File: src/rtl/di_branch_hazard_unit.sv
// ID-stage branch hazard unit: load/ALU stalls via a 3-state FSM plus comparator forwarding selects.
// Outputs are combinational, with no added latency. Optional stall counter under BRANCH_STALL_CNT_EN.
module di_branch_hazard_unit #(
  parameter int                  REG_ADDR_W = 5,
  parameter int                  OPCODE_W   = 6,
  parameter logic [OPCODE_W-1:0] BEQ_OP     = 6'b000100,
  parameter logic [OPCODE_W-1:0] BNE_OP     = 6'b000101,
  parameter int                  CNT_W      = 16
) (
  input  logic                  clk,
  input  logic                  rst_n,
  input  logic                  id_valid,
  input  logic [OPCODE_W-1:0]   id_opcode,
  input  logic [REG_ADDR_W-1:0] id_rs,
  input  logic [REG_ADDR_W-1:0] id_rt,
  input  logic                  idex_reg_write,
  input  logic                  idex_mem_read,
  input  logic [REG_ADDR_W-1:0] idex_write_reg,
  input  logic                  exme_reg_write,
  input  logic                  exme_mem_read,
  input  logic [REG_ADDR_W-1:0] exme_write_reg,
  input  logic                  mewb_reg_write,
  input  logic [REG_ADDR_W-1:0] mewb_write_reg,
  input  logic                  cnt_clr,
  output logic [1:0]            fwd_a_sel,
  output logic [1:0]            fwd_b_sel,
  output logic                  stall
`ifdef BRANCH_STALL_CNT_EN
  ,
  output logic [CNT_W-1:0]      stall_cnt
`endif
);

  typedef enum logic [1:0] {IDLE, STALL2, STALL1} state_t;

  state_t state_q, state_d;
  logic   is_branch;
  logic   h1, h2;
  logic   idex_rs_dep, idex_rt_dep, exme_rs_dep, exme_rt_dep, mewb_rs_dep, mewb_rt_dep;

  // Register 0 is hardwired, so it never creates a dependency.
  function automatic logic dep(input logic [REG_ADDR_W-1:0] src,
                               input logic                  we,
                               input logic [REG_ADDR_W-1:0] dst);
    return (src != '0) && we && (src == dst);
  endfunction

  assign is_branch   = id_valid && ((id_opcode == BEQ_OP) || (id_opcode == BNE_OP));
  assign idex_rs_dep = dep(id_rs, idex_reg_write, idex_write_reg);
  assign idex_rt_dep = dep(id_rt, idex_reg_write, idex_write_reg);
  assign exme_rs_dep = dep(id_rs, exme_reg_write, exme_write_reg);
  assign exme_rt_dep = dep(id_rt, exme_reg_write, exme_write_reg);
  assign mewb_rs_dep = dep(id_rs, mewb_reg_write, mewb_write_reg);
  assign mewb_rt_dep = dep(id_rt, mewb_reg_write, mewb_write_reg);

  always_comb begin
    state_d   = state_q;
    stall     = 1'b0;
    fwd_a_sel = 2'b00;
    fwd_b_sel = 2'b00;
    h2 = is_branch && idex_mem_read && (idex_rs_dep || idex_rt_dep);
    h1 = is_branch && ((!idex_mem_read && (idex_rs_dep || idex_rt_dep)) ||
                       (exme_mem_read && (exme_rs_dep || exme_rt_dep)));

    case (state_q)
      IDLE: begin
        if (h2) state_d = STALL2;
        else if (h1) state_d = STALL1;
      end
      STALL2:  state_d = STALL1;
      STALL1:  state_d = IDLE;
      default: state_d = IDLE;
    endcase

    // Held reset masks the stall so an aborted stall is visible at once.
    stall = rst_n && ((state_q != IDLE) || h1 || h2);

    if (is_branch && !stall) begin
      if (exme_rs_dep && !exme_mem_read) fwd_a_sel = 2'b10;
      else if (mewb_rs_dep)              fwd_a_sel = 2'b11;
      if (exme_rt_dep && !exme_mem_read) fwd_b_sel = 2'b10;
      else if (mewb_rt_dep)              fwd_b_sel = 2'b11;
    end
  end

  always_ff @(posedge clk or negedge rst_n) begin
    if (!rst_n) state_q <= IDLE;
    else        state_q <= state_d;
  end

`ifdef BRANCH_STALL_CNT_EN
  logic [CNT_W-1:0] cnt_q, cnt_d;

  always_comb begin
    cnt_d = cnt_q;
    if (cnt_clr)                    cnt_d = '0;
    else if (stall && cnt_q != '1)  cnt_d = cnt_q + CNT_W'(1);
  end

  always_ff @(posedge clk or negedge rst_n) begin
    if (!rst_n) cnt_q <= '0;
    else        cnt_q <= cnt_d;
  end

  assign stall_cnt = cnt_q;
`else
  logic unused_cnt_clr;
  assign unused_cnt_clr = cnt_clr;
`endif

endmodule

File: config.mk
export PLATFORM = sky130hd
export DESIGN_NAME = di_branch_hazard_unit
export DESIGN_NICKNAME = d
export VERILOG_FILES = /design/src/rtl/di_branch_hazard_unit.sv
export SDC_FILE = /design/constraint.sdc
export NUM_CORES = 1
export LEC_CHECK = 0
export ABC_AREA = 1
export BUFFER_PORTS_ARGS = -buffer_cell sky130_fd_sc_hd__buf_2
export CELL_PAD_IN_SITES_DETAIL_PLACEMENT = 0
export CELL_PAD_IN_SITES_GLOBAL_PLACEMENT = 2
export CORE_ASPECT_RATIO = 0.5
export CORE_UTILIZATION = 17
export DETAILED_ROUTE_END_ITERATION = 10
export PLACE_DENSITY = 0.72
export SLEW_MARGIN = 20
export SYNTH_ARGS = -nofsm -noshare
export SYNTH_HDL_FRONTEND = slang
export SYNTH_SLANG_ARGS = --single-unit
File: constraint.sdc
create_clock -name clk -period 1 [get_ports clk]
set_clock_uncertainty 0.1 [all_clocks]
set_input_delay 0 -clock clk [delete_from_list [all_inputs] [get_ports clk]]
set_output_delay 0 -clock clk [all_outputs]
set_load 0.03 [all_outputs]
Yosys cells after proc, flatten, opt, wreduce, memory -nomap -nowiden

Index checks and enable logic that the tools add are counted.

RAM bits: 0
Register bits: 2
Memories kept: 0
Bits in read-only memories: 0
Latch bits: 0
Word-level logic and storage cells: 55
Input bits: 40

Multiplexer cells: 9
Multipliers: 0
Reductions and logical operators: 35
Shift operators: 0
Bitwise gates (word level): 0
Add/sub/neg operators: 0
Div/mod/pow operators: 0
$lt $le $gt $ge: 0
Eq/ne operators: 10

Operators with widths:

| kind               | count |
|---|---|
| $eq 5x5->1         | 6 |
| $logic_and 1x1->1  | 22 |
| $mux 2             | 8 |
| $eq 6x3->1 const B | 2 |
| $reduce_bool 5->1  | 2 |
| $logic_or 1x1->1   | 6 |
| $pmux 2 s2         | 1 |
| $logic_not 1->1    | 3 |
| $ne 3x3->1 const B | 1 |
| $eq 2x1->1 const B | 1 |
| $logic_not 2->1    | 1 |
| $reduce_bool 2->1  | 1 |

Longest topological paths before layout

Gate-level depths: netlist of the first run.

Word-level depth: 13
Mapped depth: 15

Worst setup path before layout of the first run

OpenSTA, ideal clock, no wires.

Kind: register to output
Start point: reg state_q[1]
End point: out fwd_a_sel[0]
Required time: 900 ps
Slack: -278 ps
Stages on the path, launching flop included: 7
Data arrival time: 1178 ps
Path buffers: 0
Path through: dfrtp_1 nor2_1 a21boi_2 nand2_2 nand2_2 nand2_2 nor2_1

Word-level cells in the longest chain between the ends: 7

Ends and longest elaborated chain:

| element                        | line | source |
|---|---|---|
| from (decl)                    | 36   | `state_t state_q, state_d;` |
| from (signal assigned)         | 88   | `else state_q <= state_d;` |
| $reduce_bool 2->1              | 76   | `stall = rst_n && ((state_q != IDLE) \|\| h1 \|\| h2);` |
| $logic_or 1x1->1 (2 in series) | 76   |  |
| $logic_and 1x1->1              | 76   |  |
| $logic_not 1->1                | 78   | `if (is_branch && !stall) begin` |
| $logic_and 1x1->1              | 78   |  |
| $mux 2                         | 78   |  |
| to (decl)                      | 25   | `output logic [1:0] fwd_a_sel,` |

No other way between the ends.

Final worst setup path of the first run

Same ends and word-level chain as after synthesis.

==> flow_metrics.py, run 1 <==
metrics = {
    "layout": {
        "syn_to_final_growth_pct": 85.35,
        "n_antenna_cell": 0,
        "finish.net_count": 272,
        "top_regs": "state_q x2",
        "largest_reg_flops": 2,
        "finish.utilization_pct": 32.92,
        "regMostFlops": "state_q",
        "nFillCells": 517,
        "drive_gt1_share_pct": 46.96,
        "final_cell_area_mm2": 0.001456,
    },
    "sta": {
        "worst_slew_pin_slew_ps": 250.5,
        "hold_violations": 0,
        "slew_violations": 0,
        "finalSetupTns_ps": -2239,
        "rsz0062_at_grt": "true",
        "setup_violations": 7,
        "holdWs_ps": 61.89,
        "fin_crit_sh_pct": 141.6,
        "final.setup.worst_slack_ps": -416.1,
        "period_minus_slack_ps": 1416,
        "max_freq_mhz": 706.2,
        "relSlewSlack_pct": 83.26,
    },
    "worst_setup_path": {
        "r2r_start": "state_q[1]",
        "startpoint_type": "flop",
        "worst-path-max-fanout": 4,
        "critical_path_class": "reg2out",
        "r2r_cells": 4,
        "cp-end-kind": "output port",
        "r2r_slack_ps": -130,
        "worstPathRequired_ps": 900,
        "crit_arrival_ps": 1320,
        "r2r_end": "state_q[1]",
    },
    "floorplan": {
        "fp-row-count": 17,
        "dieHeight_um": 50.08,
        "initial_core_util_pct": 17.76,
        "coreArea_mm2": 0.004424,
        "ios": 45,
        "die_w_um": 98.15,
        "die_area_mm2": 0.004915,
    },
    "synthesis": {
        "postSynthCellCount": 164,
        "synth_top_cell_area_share_pct": 31.53,
        "syn_avg_cell_area_um2": 4.791,
        "yosysWarnings": 0,
        "synthTopCellsByArea": "nand2_1 32%, inv_1 14%, nor2_1 7.6%",
        "yosysMostFrequentCell": "nand2_1",
        "synth_edf_count": 0,
        "ys_types": 25,
        "seq_area_frac_synth_pct": 6.369,
        "synthArstFlopShare_pct": 100.0,
        "synth_flop_cell": "dfrtp_1",
        "ys_seq_elements": 2,
        "syn_area_um2": 785.8,
        "synthTopCellsByCount": "66 x nand2_1, 29 x inv_1, 16 x nor2_1",
        "syn_nets": 204,
        "yosysTopAreaCell": "nand2_1",
    },
    "cts": {
        "cts_buffer_depth": 2,
        "numCtsBuffers": 3,
        "path_clk_slew_ps": 30,
        "clk_root_buffer_cell": "clkbuf_8",
        "cts_tree": "done",
        "cts_htree_levels": 1,
        "clk_latency_ps": 210,
        "clkSinkCount": 2,
    },
    "global_routing": {
        "grt_pass1_wl_mm": 4.333,
        "grt_start_max_net_pins": 5,
        "overflow": 0,
        "grt_pass1_vias": 1059,
        "grt.total_usage_pct": 10.89,
        "antenna_found_initial": 0,
    },
    "routing": {
        "first_iter_violations": 30,
        "routed_wl_mm": 2.634,
        "num_vias": 1130,
        "drc": 2,
        "viasPerCell": 3.937,
        "dr.pass1.iters": 7,
        "postRouteAntennaNets": 0,
        "wl_per_cell_um": 9.178,
    },
    "pwr": {
        "vdd_drop_max_uv": 304.8,
        "p_per_area_mw_per_mm2": 584.8,
        "power_leakage_nw": 0.8345,
    },
    "flow_run": {
        "maxCapViolCount": 0,
    },
    "place": {
        "dpl_cell_area_mm2": 0.001222,
        "port_buffers": 42,
        "dp_slack_ps": -451.9,
        "gp_congestion": 0.7450,
        "place_hpwl_mm": 2.244,
    },
    "status": {
        "outcome": "complete, but fails checks",
        "failed_checks": "DRC, setup timing",
    },
    "min_path": {
        "hold_class": "in2async",
    },
}
[per-stage QoR]
stage	total power, mW	std cells
CTS	0.8229	287
global route	0.9234	287
floorplan	0.2777	164
global placement	0.4697	279
detailed placement	0.4668	279
finish	0.8517	287
[what timing repair did]
action,in CTS,in global routing
setup endpoints to repair,7,7
resized for setup,21,27
hold buffers,1,0
endpoints found under the hold margin,2,0
buffers inserted,4,1
pin swaps,16,22
[critical path, stage by stage, from the launching register on]
cell      delay (ps)
dfrtp_1          380
nor2_1            80
a21boi_2         170
nand2_2           90
nand2_4           90
nand2_8           80
nor2_4            90
buf_6            130
[power breakdown]
part	switching, mW	leakage [nW]	total, mW	internal [mW]
clock network	0.0655	0.0216	0.320	0.255
logic	0.233	0.785	0.444	0.212
registers	0.00246	0.0278	0.0873	0.0849
total	0.301	0.835	0.852	0.551
[worst max-delay path by stage]
stage                     slack [ps]            to       start  cells after the start
final                           -420  fwd_a_sel[0]  state_q[1]                      7
after floorplan                 -130  fwd_a_sel[0]  state_q[1]                      6
after global placement          -460  fwd_a_sel[0]    id_rt[4]                     16
after global routing            -480  fwd_b_sel[0]  state_q[1]                      7
after CTS                       -430  fwd_b_sel[1]  state_q[0]                      7
after detailed placement        -450  fwd_a_sel[0]    id_rt[4]                     16
[per-layer routing]
metal | track usage, % | part of all wire (%) | vias to the layer above
met3 | 0.9929 | 2.3 | 2
li1 | - | - | 625
met2 | 19.13 | 47 | 16
met1 | 14.60 | 50 | 487
met4 | 2.239 | 0.80 | 0
met5 | 0 | 0 | -
[area by class of cell]
class / count / area (um^2) / share of cell area [%]
clock buffer: 3 / 41.29 / 2.835
inverter: 38 / 150.1 / 10.31
multi-input combinational: 124 / 709.4 / 48.71
sequential: 2 / 50.05 / 3.436
tap: 57 / 71.32 / 4.897
timing repair buffer: 63 / 434.2 / 29.81
[layout by cell type (no fill, tap or decap), types with 2 or more instances in the layout]
cell type	instances
nand2_1	59
nor2_1	8
o21ai_0	2
nand3_1	5
buf_6	9
or2_1	2
nor2_4	5
clkbuf_8	3
inv_2	10
nand2_2	10
xor2_1	5
a21oi_1	3
dfrtp_1	2
nor2_2	6
a21oi_2	2
inv_1	24
o22ai_1	2
buf_2	30
inv_4	3
nand3_4	2
buf_4	23
[cell families (layout without fill, tap and decap cells)]
| logic type | Yosys count | in the layout | share of synthesized area [%] |
|---|---|---|---|
| AOI/OAI and AO/OA | 13 | 13 | 10.51 |
| xor gates and xnor gates | 7 | 7 | 7.803 |
| DFF | 2 | 2 | 6.370 |
| buffers and inverters | 38 | 104 | 18.15 |
| and+or+nand+nor | 104 | 104 | 57.17 |
No activity file was read; power rests on OpenSTA's default activity.
==> inputs of run 2 (changes only) <==
--- a/config.mk
+++ b/config.mk
@@ -12,7 +12,7 @@
 export CORE_ASPECT_RATIO = 0.5
 export CORE_UTILIZATION = 17
 export DETAILED_ROUTE_END_ITERATION = 10
-export PLACE_DENSITY = 0.72
+export PLACE_DENSITY = 0.86
 export SLEW_MARGIN = 20
 export SYNTH_ARGS = -nofsm -noshare
 export SYNTH_HDL_FRONTEND = slang
==> run 2 against run 1 <==
The flow finishes with violations (setup timing). Via count fell by 2.3%. Non-clock buffer count fell by 2. Worst setup slack got worse by 65 ps. Hold slack got worse by 1.5 ps. Combinational power fell by 3%. Die area did not move. Critical path depth did not move. Power fell by 1.8%. Cell area fell by 2.5%. Register-to-register slack barely moved.
==> flow_metrics.py, run 2 (same netlist as run 1, synthesis figures left out) <==
metrics = {
    "routing": {
        "dr.pass1.iters": 6,
        "wl_per_cell_um": 9.344,
        "num_vias": 1104,
        "drc": 0,
        "viasPerCell": 3.874,
        "first_iter_violations": 31,
        "postRouteAntennaNets": 0,
        "routed_wl_mm": 2.663,
    },
    "global_routing": {
        "grt_start_max_net_pins": 5,
        "antenna_found_initial": 0,
        "overflow": 0,
        "grt_pass1_wl_mm": 4.312,
        "grt_pass1_vias": 1007,
        "grt.total_usage_pct": 11.17,
    },
    "sta": {
        "setup_violations": 7,
        "fin_crit_sh_pct": 148.1,
        "rsz0062_at_grt": "true",
        "worst_slew_pin_slew_ps": 252.8,
        "period_minus_slack_ps": 1481,
        "slew_violations": 0,
        "max_freq_mhz": 675.3,
        "relSlewSlack_pct": 83.13,
        "hold_violations": 0,
        "final.setup.worst_slack_ps": -480.8,
        "finalSetupTns_ps": -2536,
    },
    "floorplan": {
        "dieHeight_um": 50.08,
        "fp-row-count": 17,
        "die_area_mm2": 0.004915,
        "ios": 45,
        "die_w_um": 98.15,
        "coreArea_mm2": 0.004424,
        "initial_core_util_pct": 17.76,
    },
    "cts": {
        "cts_htree_levels": 1,
        "clkSinkCount": 2,
        "numCtsBuffers": 3,
        "path_clk_slew_ps": 30,
        "cts_buffer_depth": 2,
        "clk_root_buffer_cell": "clkbuf_8",
        "clk_latency_ps": 210,
        "cts_tree": "done",
    },
    "pwr": {
        "p_seq_share_pct": 10.5,
        "p_per_area_mw_per_mm2": 589.0,
        "power_leakage_nw": 0.8227,
        "p_switching_uw": 295.8,
        "pwr-share-comb_pct": 51.7,
        "p_total_uw": 836.4,
        "swShare_pct": 35.36,
        "p_int_uw": 540.7,
        "vdd_drop_max_uv": 214.1,
        "clockPowerShare_pct": 37.8,
    },
    "layout": {
        "regMostFlops": "state_q",
        "n_antenna_cell": 0,
        "layout_commonest_cell": "nand2_1",
        "final_cell_area_mm2": 0.001420,
        "nFillCells": 518,
        "finish.net_count": 270,
        "layout_common_cells": "57 x nand2_1, 32 x buf_2, 24 x inv_1, 21 x buf_4, 12 x nand2_2",
        "syn_to_final_growth_pct": 80.73,
        "top_regs": "state_q x2",
        "largest_reg_flops": 2,
        "drive_gt1_share_pct": 46.49,
    },
    "worst_setup_path": {
        "cp-end-kind": "output port",
        "r2r_slack_ps": -130,
        "startpoint_type": "flop",
        "setup.worst_path.start": "state_q[1]",
        "r2r_cells": 4,
        "worstPathRequired_ps": 900,
        "r2r_start": "state_q[1]",
        "critical_path_class": "reg2out",
        "r2r_end": "state_q[1]",
        "setup.worst_path.end": "fwd_b_sel[0]",
        "worst-path-max-fanout": 4,
        "crit_arrival_ps": 1380,
    },
    "place": {
        "place_hpwl_mm": 2.208,
        "gp_congestion": 0.7824,
        "port_buffers": 42,
        "dpl_cell_area_mm2": 0.001215,
        "dp_slack_ps": -449.0,
    },
    "flow_run": {
        "maxCapViolCount": 0,
    },
    "min_path": {
        "hold_class": "in2async",
    },
    "status": {
        "failed_checks": "setup timing",
        "outcome": "complete, but fails checks",
    },
}
run 2: changes by cell type in the layout (fill, tap and decap cells not counted), sizes merged:
cell	before	now
buf	62	60
run 2: stage by stage:
step	cells	hold slack (ps)	utilization, %
finish	285	60.40	32.10
global route	285	82.66	32.10
CTS	284	46.84	30.49
detailed placement	278	-296.7	27.46
global placement	278	-301.7	27.46
floorplan	164	-395.6	-
run 2: worst min-delay path by stage:
stage | depth (start not counted) | slack (ps) | start | endpoint
floorplan | 0 | -400 | rst_n | state_q[0]
global placement | 1 | -300 | rst_n | state_q[0]
detailed placement | 1 | -300 | rst_n | state_q[1]
CTS | 2 | 50 | rst_n | state_q[0]
global route | 2 | 80 | rst_n | state_q[0]
finish | 2 | 60 | rst_n | state_q[0]
run 2: routing by layer:
metal	routed length [um]	GRT usage, %
met5	0	0
met2	1334	20.31
met1	1212	13.59
met4	36	4.478
met3	80	1.277
run 2: critical path, stage by stage, from the launching register on:
cell and delay (ps):
dfrtp_1 390, nor2_1 110, a21boi_2 170, nand2_2 90
nand2_4 100, nand2_8 80, nor2_4 90, buf_6 130
run 2: power by group through the flow:
stage | Clock (mW) | Combinational, mW | Sequential (mW)
floorplan | 0 | 0.190 | 0.0873
global placement | 0 | 0.375 | 0.0881
detailed placement | 0 | 0.374 | 0.0880
CTS | 0.319 | 0.403 | 0.0872
global route | 0.322 | 0.485 | 0.0888
finish | 0.316 | 0.432 | 0.0879
run 2: layout make-up:
class                      count  area [um^2]  area share, %
multi-input combinational    124        703.2          49.52
timing repair buffer          61        406.6          28.63
inverter                      38        147.6          10.40
tap                           57        71.32          5.022
sequential                     2        50.05          3.524
clock buffer                   3        41.29          2.907
run 2: repair_timing:
item,CTS,global route
hold buffers,1,0
pin swaps,6,8
endpoints found under the setup margin,7,7
endpoints found under the hold margin,2,0
buffers inserted,2,1
resized for setup,21,23
==> inputs of run 3 (changes only) <==
--- a/config.mk
+++ b/config.mk
@@ -5,14 +5,13 @@
 export SDC_FILE = /design/constraint.sdc
 export NUM_CORES = 1
 export LEC_CHECK = 0
-export ABC_AREA = 1
 export BUFFER_PORTS_ARGS = -buffer_cell sky130_fd_sc_hd__buf_2
 export CELL_PAD_IN_SITES_DETAIL_PLACEMENT = 0
 export CELL_PAD_IN_SITES_GLOBAL_PLACEMENT = 2
 export CORE_ASPECT_RATIO = 0.5
-export CORE_UTILIZATION = 17
+export CORE_UTILIZATION = 18
 export DETAILED_ROUTE_END_ITERATION = 10
-export PLACE_DENSITY = 0.86
+export PLACE_DENSITY = 0.85
 export SLEW_MARGIN = 20
 export SYNTH_ARGS = -nofsm -noshare
 export SYNTH_HDL_FRONTEND = slang
==> run 3 against run 2 <==
The flow still finishes with violations (setup timing). Critical endpoint unchanged. Final cell count down 36%. Combinational power fell by 17%. Sequential share of layout area is 0.69 points higher. Via count fell by 29%. Critical path depth is 1 higher. Register-to-register slack better by 120 ps.
==> flow_metrics.py, run 3 <==
metrics = {
    "status": {
        "outcome": "complete, but fails checks",
        "failed_checks": "setup timing",
    },
    "cts": {
        "clk_latency_ps": 200,
        "clkSinkCount": 2,
        "cts_htree_levels": 1,
        "path_clk_slew_ps": 30,
        "cts_tree": "done",
        "clk_root_buffer_cell": "clkbuf_8",
        "cts_buffer_depth": 2,
        "numCtsBuffers": 3,
    },
    "layout": {
        "syn_to_final_growth_pct": 92.31,
        "nFillCells": 328,
        "seqCellArea_um2": 50.05,
        "layout_commonest_cell": "buf_2",
        "top_regs": "state_q x2",
        "multi_input_area_um2": 623.1,
        "n_antenna_cell": 0,
        "drive_gt1_share_pct": 60.14,
        "regMostFlops": "state_q",
        "largest_reg_flops": 2,
        "layout_common_cells": "34 x buf_2, 26 x xnor2_1, 22 x buf_4, 7 x buf_6",
        "finish.net_count": 185,
        "final_cell_area_mm2": 0.001189,
    },
    "synthesis": {
        "synth_top_cell_area_share_pct": 36.84,
        "syn_nets": 118,
        "yosysWarnings": 0,
        "synth_edf_count": 0,
        "synthTopCellsByCount": "26 x xnor2_1, 8 x nor2_1, 6 x nand4_1",
        "yosysTopAreaCell": "xnor2_1",
        "seq_area_frac_synth_pct": 8.097,
        "yosysMostFrequentCell": "xnor2_1",
        "ys_seq_elements": 2,
        "ys_types": 25,
        "syn_avg_cell_area_um2": 7.924,
        "postSynthCellCount": 78,
        "synthArstFlopShare_pct": 100.0,
        "synth_flop_cell": "dfrtp_1",
        "syn_area_um2": 618.1,
        "synthTopCellsByArea": "xnor2_1 37%, dfrtp_1 8.1%, nand4_1 6.1%",
    },
    "floorplan": {
        "die_area_mm2": 0.003686,
        "initial_core_util_pct": 19.71,
        "die_w_um": 84.87,
        "coreArea_mm2": 0.003136,
        "dieHeight_um": 43.44,
        "ios": 45,
        "fp-row-count": 14,
    },
    "worst_setup_path": {
        "worstPathCellList": "buf_6, or4_4, o211ai_1, o22ai_2, nor2b_2, a21oi_4, nor3b_4, buf_6",
        "slowest_stage": "or4_4",
        "cpMostUsedCell": "buf_6",
        "crit_arrival_ps": 1570,
        "worstPathRequired_ps": 900,
        "cp-end-kind": "output port",
        "worst-path-max-fanout": 4,
        "critical_path_class": "in2out",
        "crit_path_max_incr_delay_ps": 540,
        "startpoint_type": "input pin",
    },
    "place": {
        "gp_congestion": 0.8403,
        "dpl_cell_area_mm2": 0.001030,
        "port_buffers": 42,
        "place_hpwl_mm": 1.796,
        "dp_slack_ps": -719.4,
    },
    "pwr": {
        "p_total_uw": 744.1,
        "p_per_area_mw_per_mm2": 626.0,
        "power_leakage_nw": 0.4883,
        "vdd_drop_max_uv": 361.7,
    },
    "sta": {
        "fin_crit_sh_pct": 167.1,
        "setup_violations": 7,
        "worst_slew_pin_slew_ps": 400.2,
        "period_minus_slack_ps": 1671,
        "slew_violations": 0,
        "final.setup.worst_slack_ps": -670.7,
        "finalSetupTns_ps": -3958,
        "hold_violations": 0,
        "rsz0062_at_grt": "true",
        "max_freq_mhz": 598.6,
        "relSlewSlack_pct": 73.10,
    },
    "global_routing": {
        "overflow": 0,
        "antenna_found_initial": 0,
        "grt_pass1_vias": 827,
        "grt.total_usage_pct": 11.97,
        "grt_pass1_wl_mm": 3.553,
        "grt_start_max_net_pins": 5,
    },
    "flow_run": {
        "maxCapViolCount": 0,
    },
    "routing": {
        "num_vias": 781,
        "viasPerCell": 4.268,
        "dr.pass1.iters": 5,
        "postRouteAntennaNets": 0,
        "first_iter_violations": 7,
        "drc": 0,
        "wl_per_cell_um": 11.48,
        "routed_wl_mm": 2.101,
    },
    "min_path": {
        "hold_class": "in2reg",
    },
}
-- run 3: path summary, 6_finish.rpt --
kind | cells after the start | endpoint | slack (ps) | startpoint
worst max-delay path | 8 | fwd_b_sel[0] | -670 | id_rs[1]
worst min-delay path | 2 | state_q[0] | 3 | idex_mem_read
worst max register to register | 2 | state_q[1] | -10 | state_q[0]
worst min register to register | 2 | state_q[1] | 530 | state_q[0]
max in group asynchronous | 2 | state_q[1] | 630 | rst_n
min in group asynchronous | 2 | state_q[0] | 50 | rst_n
-- run 3: through the flow --
stage	utilization, %	hold slack (ps)	std cells
final	37.91	3.111	183
after global routing	37.91	18.50	183
after CTS	36.55	6.493	182
after global placement	32.84	-295.9	177
after floorplan	-	-395.6	78
after detailed placement	32.84	-294.7	177
-- run 3: what timing repair did --
item / CTS / global route
gates resized for setup: 14 / 6
endpoints found under the setup margin: 7 / 7
buffers inserted: 1 / 1
gates cloned: 0 / 0
hold buffers: 1 / 0
pin swaps: 3 / 2
hold endpoints to repair: 2 / 0
-- run 3: critical path: cells and delay by family --
kind | cells | cell delay [ps]
buffers and inverters | 2 | 240
AO/OA/AOI/OAI | 3 | 420
AND/OR/NAND/NOR | 3 | 900
-- run 3: cells by family after synthesis --
family	Yosys count	share of synthesized area, %
xor gates and xnor gates	30	42.51
and+or+nand+nor	36	37.25
buffers and inverters	2	1.416
DFF	2	8.097
AOI/OAI and AO/OA	8	10.73
-- run 3: area by class of cell --
class	instances	area share, %
Clock buffer	3	3.474
Multi-Input combinational cell	74	52.42
Sequential cell	2	4.211
Tap cell	40	4.211
Timing Repair Buffer	64	35.68
-- run 3: report_power, final --
part	total (mW)	switching, mW	internal [mW]	leakage [nW]
Combinational	0.359	0.158	0.201	0.439
Clock	0.303	0.0501	0.253	0.0216
Sequential	0.0817	0.0000263	0.0817	0.0280
Total	0.744	0.208	0.536	0.488
-- run 3: layer usage --
layer | global-route usage [%] | up-vias | part of all wire (%)
li1 | - | 412 | -
met3 | 1.524 | 2 | 3.9
met4 | 2.034 | 0 | 0.90
met5 | 0 | - | 0
met1 | 14.71 | 351 | 43
met2 | 23.25 | 16 | 52
